--- config.mk ---
export PLATFORM = sky130hd
export DESIGN_NAME = canny_frame_controller
export DESIGN_NICKNAME = d
export VERILOG_FILES = /design/src/rtl/canny_frame_controller.sv
export SDC_FILE = /design/constraint.sdc
export NUM_CORES = 1
export LEC_CHECK = 0
export BUFFER_PORTS_ARGS = -buffer_cell sky130_fd_sc_hd__buf_4
export CORE_MARGIN = 5
export CORE_UTILIZATION = 25
export CTS_CLUSTER_DIAMETER = 30
export DETAILED_ROUTE_END_ITERATION = 16
export GPL_TIMING_DRIVEN = 0
export SYNTH_ARGS = -nofsm -noshare
export SYNTH_HDL_FRONTEND = slang
export SYNTH_SLANG_ARGS = --single-unit
--- constraint.sdc ---
create_clock -name clk -period 7.2 [get_ports clk]
set_input_delay 0.72 -clock clk [delete_from_list [all_inputs] [get_ports clk]]
set_output_delay 0.72 -clock clk [all_outputs]
set_load 0.03 [all_outputs]
--- src/rtl/canny_frame_controller.sv ---
// -----------------------------------------------------------------------------
// canny_frame_controller
//
// Frame-level sequencer around the Canny edge pipeline. It accepts one frame
// from the host under valid/ready and forwards it to the pipeline, which has
// no backpressure. It then injects zero pixels so the pipeline's line buffers
// drain. Edge results are forwarded with a last flag, and the controller
// reports frame completion, a drain timeout and output overflow.
//
// Ports:
//   clk, rstN           clock, synchronous active-low reset
//   start, abort        single-cycle frame start / abort requests
//   host_pixel/valid    host pixel stream in; host_ready accepts it (RUN only)
//   pipe_pixel/valid    registered pixel stream into the pipeline
//   edge_in/valid       pipeline result stream
//   out_pixel/valid     registered forwarded results; out_last on final pixel
//   busy                controller is not idle
//   frame_done          one-cycle completion pulse
//   timeout_err         sticky: drain saw no output for DRAIN_TIMEOUT cycles
//   overflow_err        sticky: pipeline produced more than OUT_PIXELS results
//   row, col            position of the next host pixel within the frame
// -----------------------------------------------------------------------------
module canny_frame_controller #(
    parameter int IMG_WIDTH     = 64,
    parameter int IMG_HEIGHT    = 64,
    parameter int FLUSH_PIXELS  = 640,
    parameter int OUT_PIXELS    = 3136,
    parameter int DRAIN_TIMEOUT = 1024
) (
    input  logic                          clk,
    input  logic                          rstN,
    input  logic                          start,
    input  logic                          abort,
    input  logic [7:0]                    host_pixel,
    input  logic                          host_valid,
    output logic                          host_ready,
    output logic [7:0]                    pipe_pixel,
    output logic                          pipe_pixel_valid,
    input  logic [7:0]                    edge_in,
    input  logic                          edge_in_valid,
    output logic [7:0]                    out_pixel,
    output logic                          out_valid,
    output logic                          out_last,
    output logic                          busy,
    output logic                          frame_done,
    output logic                          timeout_err,
    output logic                          overflow_err,
    output logic [$clog2(IMG_HEIGHT)-1:0] row,
    output logic [$clog2(IMG_WIDTH)-1:0]  col
);

    localparam int ROW_W   = $clog2(IMG_HEIGHT);
    localparam int COL_W   = $clog2(IMG_WIDTH);
    localparam int IN_W    = $clog2(IMG_WIDTH * IMG_HEIGHT) + 1;
    localparam int OUT_W   = $clog2(OUT_PIXELS) + 1;
    localparam int FLUSH_W = $clog2(FLUSH_PIXELS) + 1;
    localparam int TMO_W   = $clog2(DRAIN_TIMEOUT) + 1;

    localparam logic [ROW_W-1:0]   ROW_LAST   = ROW_W'(IMG_HEIGHT - 1);
    localparam logic [COL_W-1:0]   COL_LAST   = COL_W'(IMG_WIDTH - 1);
    localparam logic [OUT_W-1:0]   OUT_MAX    = OUT_W'(OUT_PIXELS);
    localparam logic [FLUSH_W-1:0] FLUSH_LAST = FLUSH_W'(FLUSH_PIXELS - 1);
    localparam logic [TMO_W-1:0]   TMO_MAX    = TMO_W'(DRAIN_TIMEOUT);

    typedef enum logic [2:0] {
        IDLE,
        RUN,
        FLUSH,
        DRAIN,
        DONE
    } state_t;

    state_t               state_reg, state_next;
    logic [ROW_W-1:0]     row_reg, row_next;
    logic [COL_W-1:0]     col_reg, col_next;
    logic [IN_W-1:0]      in_count_reg, in_count_next;
    logic [OUT_W-1:0]     out_count_reg, out_count_next;
    logic [FLUSH_W-1:0]   flush_cnt_reg, flush_cnt_next;
    logic [TMO_W-1:0]     timeout_cnt_reg, timeout_cnt_next;
    logic [7:0]           pipe_pixel_reg, pipe_pixel_next;
    logic                 pipe_pixel_valid_reg, pipe_pixel_valid_next;
    logic [7:0]           out_pixel_reg, out_pixel_next;
    logic                 out_valid_reg, out_valid_next;
    logic                 out_last_reg, out_last_next;
    logic                 timeout_err_reg, timeout_err_next;
    logic                 overflow_err_reg, overflow_err_next;
    logic                 transfer;

    assign host_ready       = (state_reg == RUN);
    assign busy             = (state_reg != IDLE);
    // An abort landing on the DONE cycle suppresses the completion pulse.
    assign frame_done       = (state_reg == DONE) && !abort;
    assign transfer         = host_ready && host_valid;

    assign pipe_pixel       = pipe_pixel_reg;
    assign pipe_pixel_valid = pipe_pixel_valid_reg;
    assign out_pixel        = out_pixel_reg;
    assign out_valid        = out_valid_reg;
    assign out_last         = out_last_reg;
    assign timeout_err      = timeout_err_reg;
    assign overflow_err     = overflow_err_reg;
    assign row              = row_reg;
    assign col              = col_reg;

    always_ff @(posedge clk) begin
        if (!rstN) begin
            state_reg            <= IDLE;
            row_reg              <= '0;
            col_reg              <= '0;
            in_count_reg         <= '0;
            out_count_reg        <= '0;
            flush_cnt_reg        <= '0;
            timeout_cnt_reg      <= '0;
            pipe_pixel_reg       <= '0;
            pipe_pixel_valid_reg <= 1'b0;
            out_pixel_reg        <= '0;
            out_valid_reg        <= 1'b0;
            out_last_reg         <= 1'b0;
            timeout_err_reg      <= 1'b0;
            overflow_err_reg     <= 1'b0;
        end else begin
            state_reg            <= state_next;
            row_reg              <= row_next;
            col_reg              <= col_next;
            in_count_reg         <= in_count_next;
            out_count_reg        <= out_count_next;
            flush_cnt_reg        <= flush_cnt_next;
            timeout_cnt_reg      <= timeout_cnt_next;
            pipe_pixel_reg       <= pipe_pixel_next;
            pipe_pixel_valid_reg <= pipe_pixel_valid_next;
            out_pixel_reg        <= out_pixel_next;
            out_valid_reg        <= out_valid_next;
            out_last_reg         <= out_last_next;
            timeout_err_reg      <= timeout_err_next;
            overflow_err_reg     <= overflow_err_next;
        end
    end

    always_comb begin
        state_next            = state_reg;
        row_next              = row_reg;
        col_next              = col_reg;
        in_count_next         = in_count_reg;
        out_count_next        = out_count_reg;
        flush_cnt_next        = flush_cnt_reg;
        timeout_cnt_next      = timeout_cnt_reg;
        pipe_pixel_next       = pipe_pixel_reg;
        pipe_pixel_valid_next = 1'b0;
        out_pixel_next        = out_pixel_reg;
        out_valid_next        = 1'b0;
        out_last_next         = 1'b0;
        timeout_err_next      = timeout_err_reg;
        overflow_err_next     = overflow_err_reg;

        // Result path runs in every active state, so outputs that arrive while
        // the frame is still streaming in are counted as well.
        if (state_reg != IDLE && edge_in_valid) begin
            if (out_count_reg < OUT_MAX) begin
                out_pixel_next = edge_in;
                out_valid_next = 1'b1;
                out_count_next = out_count_reg + OUT_W'(1);
                out_last_next  = ((out_count_reg + OUT_W'(1)) == OUT_MAX);
            end else begin
                overflow_err_next = 1'b1;
            end
        end

        case (state_reg)
            IDLE: begin
                if (start) begin
                    state_next        = RUN;
                    row_next          = '0;
                    col_next          = '0;
                    in_count_next     = '0;
                    flush_cnt_next    = '0;
                    out_count_next    = '0;
                    timeout_cnt_next  = '0;
                    timeout_err_next  = 1'b0;
                    overflow_err_next = 1'b0;
                end
            end
            RUN: begin
                if (transfer) begin
                    pipe_pixel_next       = host_pixel;
                    pipe_pixel_valid_next = 1'b1;
                    in_count_next         = in_count_reg + IN_W'(1);
                    if (col_reg == COL_LAST) begin
                        col_next = '0;
                        if (row_reg == ROW_LAST) begin
                            row_next   = '0;
                            state_next = (FLUSH_PIXELS == 0) ? DRAIN : FLUSH;
                        end else begin
                            row_next = row_reg + ROW_W'(1);
                        end
                    end else begin
                        col_next = col_reg + COL_W'(1);
                    end
                end
            end
            FLUSH: begin
                pipe_pixel_next       = '0;
                pipe_pixel_valid_next = 1'b1;
                flush_cnt_next        = flush_cnt_reg + FLUSH_W'(1);
                if (flush_cnt_reg == FLUSH_LAST) begin
                    state_next = DRAIN;
                end
            end
            DRAIN: begin
                timeout_cnt_next = edge_in_valid ? '0 : timeout_cnt_reg + TMO_W'(1);
                // A complete output count wins over a timeout on the same cycle.
                if (out_count_reg == OUT_MAX) begin
                    state_next = DONE;
                end else if (timeout_cnt_next == TMO_MAX) begin
                    timeout_err_next = 1'b1;
                    state_next       = DONE;
                end
            end
            DONE: begin
                state_next = IDLE;
            end
            default: begin
                state_next = IDLE;
            end
        endcase

        // Abort freezes every counter and sticky flag where it stands and
        // returns to IDLE; the next start re-initialises everything.
        if (abort && state_reg != IDLE) begin
            state_next            = IDLE;
            row_next              = row_reg;
            col_next              = col_reg;
            in_count_next         = in_count_reg;
            out_count_next        = out_count_reg;
            flush_cnt_next        = flush_cnt_reg;
            timeout_cnt_next      = timeout_cnt_reg;
            pipe_pixel_next       = pipe_pixel_reg;
            pipe_pixel_valid_next = 1'b0;
            out_pixel_next        = out_pixel_reg;
            out_valid_next        = 1'b0;
            out_last_next         = 1'b0;
            timeout_err_next      = timeout_err_reg;
            overflow_err_next     = overflow_err_reg;
        end
    end

endmodule

==> metrics.txt <==
CTS tree=done; gr usage total=between 10% and 20%; Yosys warnings=0; GPL Wtd Cong=0.822; Sw Ratio=25.1%; Power Dens Cells=roughly 200 nW/um2; number of buffers created by CTS=9; total negative slack=0 ns; Worst Path Arrival=between 2 and 3 ns; Clock Power Share=~45%; final count of negative-setup-slack endpoints=0; slowest CP cell=a2111oi_4; CTS Buffer Depth=2; CP Data Required Time=roughly 7.4 ns; #FFs+latches synth=between 70 and 80; Design Power=roughly 910 uW; first-pass GRT wire length=around 15 mm; pre-CTS WS=4.41 ns; final non-filler cell total=684; vias per inst=about 4.8; commonest non-fill, non-tap cell in the layout=dfxtp_1; TritonCTS Sinks=71; layout cells sized above 1=about 17%; Pint=roughly 680 uW; Post-Syn Nets=455; die area=~17000 um2; Layout Skew=0.00776 ns; sequential cell area fraction in the yosys report=39.3%; most frequent cells in the layout=71 x dfxtp_1, 58 x buf_4, 49 x nor2_1; Final ANT Viol Nets=0; cts hold-fix bufs=0; number of flip-flops in the largest register=13; status=finished, final reports clean; Yosys cell types=49; cell count after placement=668; via count=approximately 3300; biggest fanout along the worst timing path=10; Final Hold Vio Count=0; # IOs=between 50 and 60; RSZ-0062 raised after global routing=false; Total Wirelength=around 9.0 mm; grt total ovfl=0; Hold Slack=~0.49 ns; H-tree levels=3; WL/cell=approximately 13 um; critical path launch point type=register; Min-Delay Path Class=reg -> reg; DRC=0; Core Footprint=14400 um2; clock latency on the worst-skew pair=around 0.33 ns; number of fill cells=between 1500 and 2000; Crit Path Class=reg -> reg; worst-path cell chain=buf_6 > or4_4 > a2111oi_4 > and3_1 > nand4_1 > xor2_1 > nor2_1; Post-Syn Area=3620 um2; Diodes inserted=0; DPL Wire Length=6.60 mm; post-cts sizing count=0; Pre-Repair DR Iteration Count=4; largest stage delay on the critical path=0.83 ns; Flop pwr share=between 40% and 50%; Die Wd=roughly 130 um; Setup Buffers After CTS=0; sw power=228 uW; Max-Cap Viols=0; Port Buf Inserts=between 50 and 60; clk slew on worst S/H paths=roughly 0.050 ns; EDFF count, synth=0; setup ws final=between 4 and 5 ns; fmax=between 300 and 400 MHz; Final period util=a little over a third; Mapped Cells=approximately 430; Logic pwr share=a little over a tenth; syn_area_per_cell=around 8.5 um2; Die Height=between 100 and 150 um; critical path capture point type=register; initial core utilization=between 20 and 30%; largest net degree at the start of global routing=12; standard-cell rows=44; Leakage=around 1.7 nW; VDD IR-drop max=roughly 95 uV; Initial DRC Count=~230; initial antenna violation count=0; vias in the first global route=~3200; Root Driver=clkbuf_16; worst slew pin tran=approximately 0.85 ns; synthesis-to-layout area growth=25.6%; Slew headroom=around 43%; Layout Nets=approximately 520; asr flop ratio synth=0%; count of final max-slew check failures=0; Synth Flop Type=dfxtp_1; min Tclk post-route=between 2 and 3 ns
==> through the flow <==
step	utilization [%]	area, um2
4_1_cts	31.7	4550
3_3_place_gp	29.8	4280
3_5_place_dp	29.8	4280
6_report	31.7	4550
2_1_floorplan	-	3620
5_1_grt	31.7	4550
==> power groups by stage <==
stage | clock network, mW | logic [mW] | registers, mW
after global routing | 0.435 | 0.110 | 0.405
final | 0.404 | 0.0999 | 0.405
after CTS | 0.417 | 0.101 | 0.405
after floorplan | 0 | 0.0525 | 0.423
after global placement | 0 | 0.0987 | 0.413
after detailed placement | 0 | 0.0999 | 0.413
==> cell usage after synthesis, types with 3 or more instances <==
master / count / area, um2
nor2b_1: 23 / 144
nand2_1: 33 / 124
o21a_1: 5 / 37.5
a31oi_1: 3 / 18.8
or3_1: 6 / 37.5
xnor2_1: 4 / 35.0
nand4_1: 15 / 93.8
and2_1: 4 / 25.0
o211ai_1: 3 / 22.5
a21oi_1: 14 / 70.1
clkbuf_1: 15 / 56.3
o21ai_0: 15 / 75.1
nand2b_1: 10 / 62.6
xor2_1: 25 / 219
and3_1: 12 / 75.1
a21boi_0: 16 / 120
mux2i_1: 10 / 100
o31ai_1: 3 / 22.5
ha_1: 6 / 75.1
inv_1: 8 / 30.0
a22oi_1: 4 / 30.0
nand4b_1: 3 / 26.3
nor3_1: 11 / 55.1
or4_1: 3 / 22.5
nor2_1: 49 / 184
nor4b_1: 3 / 26.3
dfxtp_1: 71 / 1420
nand3_1: 22 / 110
==> layer usage <==
metal  wire, um  track usage, %  vias to the layer above
met2       4000            17.5                       93
li1           -               -                     1645
met4        121            3.75                        0
met1       4170            14.1                     1506
met3        657            3.68                       13
met5          0               0                        -
==> worst max-delay path: cells and delay by family (launching register included) <==
kind	cells	cell delay [ns]
AO/OA/AOI/OAI	1	0.83
buffers and inverters	1	0.13
XOR/XNOR	1	0.16
AND/OR/NAND/NOR	4	1.01
flip-flops	1	0.30
==> cells by family (layout without fill, tap and decap cells) <==
family | after synthesis | count (layout) | synth area share [%]
and+or+nand+nor | 207 | 207 | 30.2
AOI/OAI and AO/OA | 74 | 74 | 14.1
DFF | 71 | 71 | 39.3
xor gates and xnor gates | 29 | 29 | 7.01
buffers and inverters | 28 | 101 | 3.97
muxes | 12 | 12 | 3.39
adders and majority gates | 6 | 6 | 2.07
==> worst paths after layout <==
| kind | slack (ns) | start | to | depth (start not counted) |
|---|---|---|---|---|
| max | 4.66 | out_count_reg[7] | out_count_reg[5] | 7 |
| min | 0.49 | pipe_pixel[3] | pipe_pixel[3] | 2 |
| max reg2reg | 4.66 | out_count_reg[7] | out_count_reg[5] | 7 |
| min reg2reg | 0.49 | pipe_pixel[3] | pipe_pixel[3] | 2 |
==> cell type report <==
type,instances,area (um2),share of cell area [%]
multi-input combinational,328,2060,45.2
sequential,71,1420,31.3
timing repair buffer,57,428,9.41
clock buffer,13,250,5.50
tap,184,230,5.06
buffer,20,114,2.50
inverter,8,30.0,0.660
clock inverter,3,18.8,0.413
Note: power is estimated with default switching activity, not from simulation.
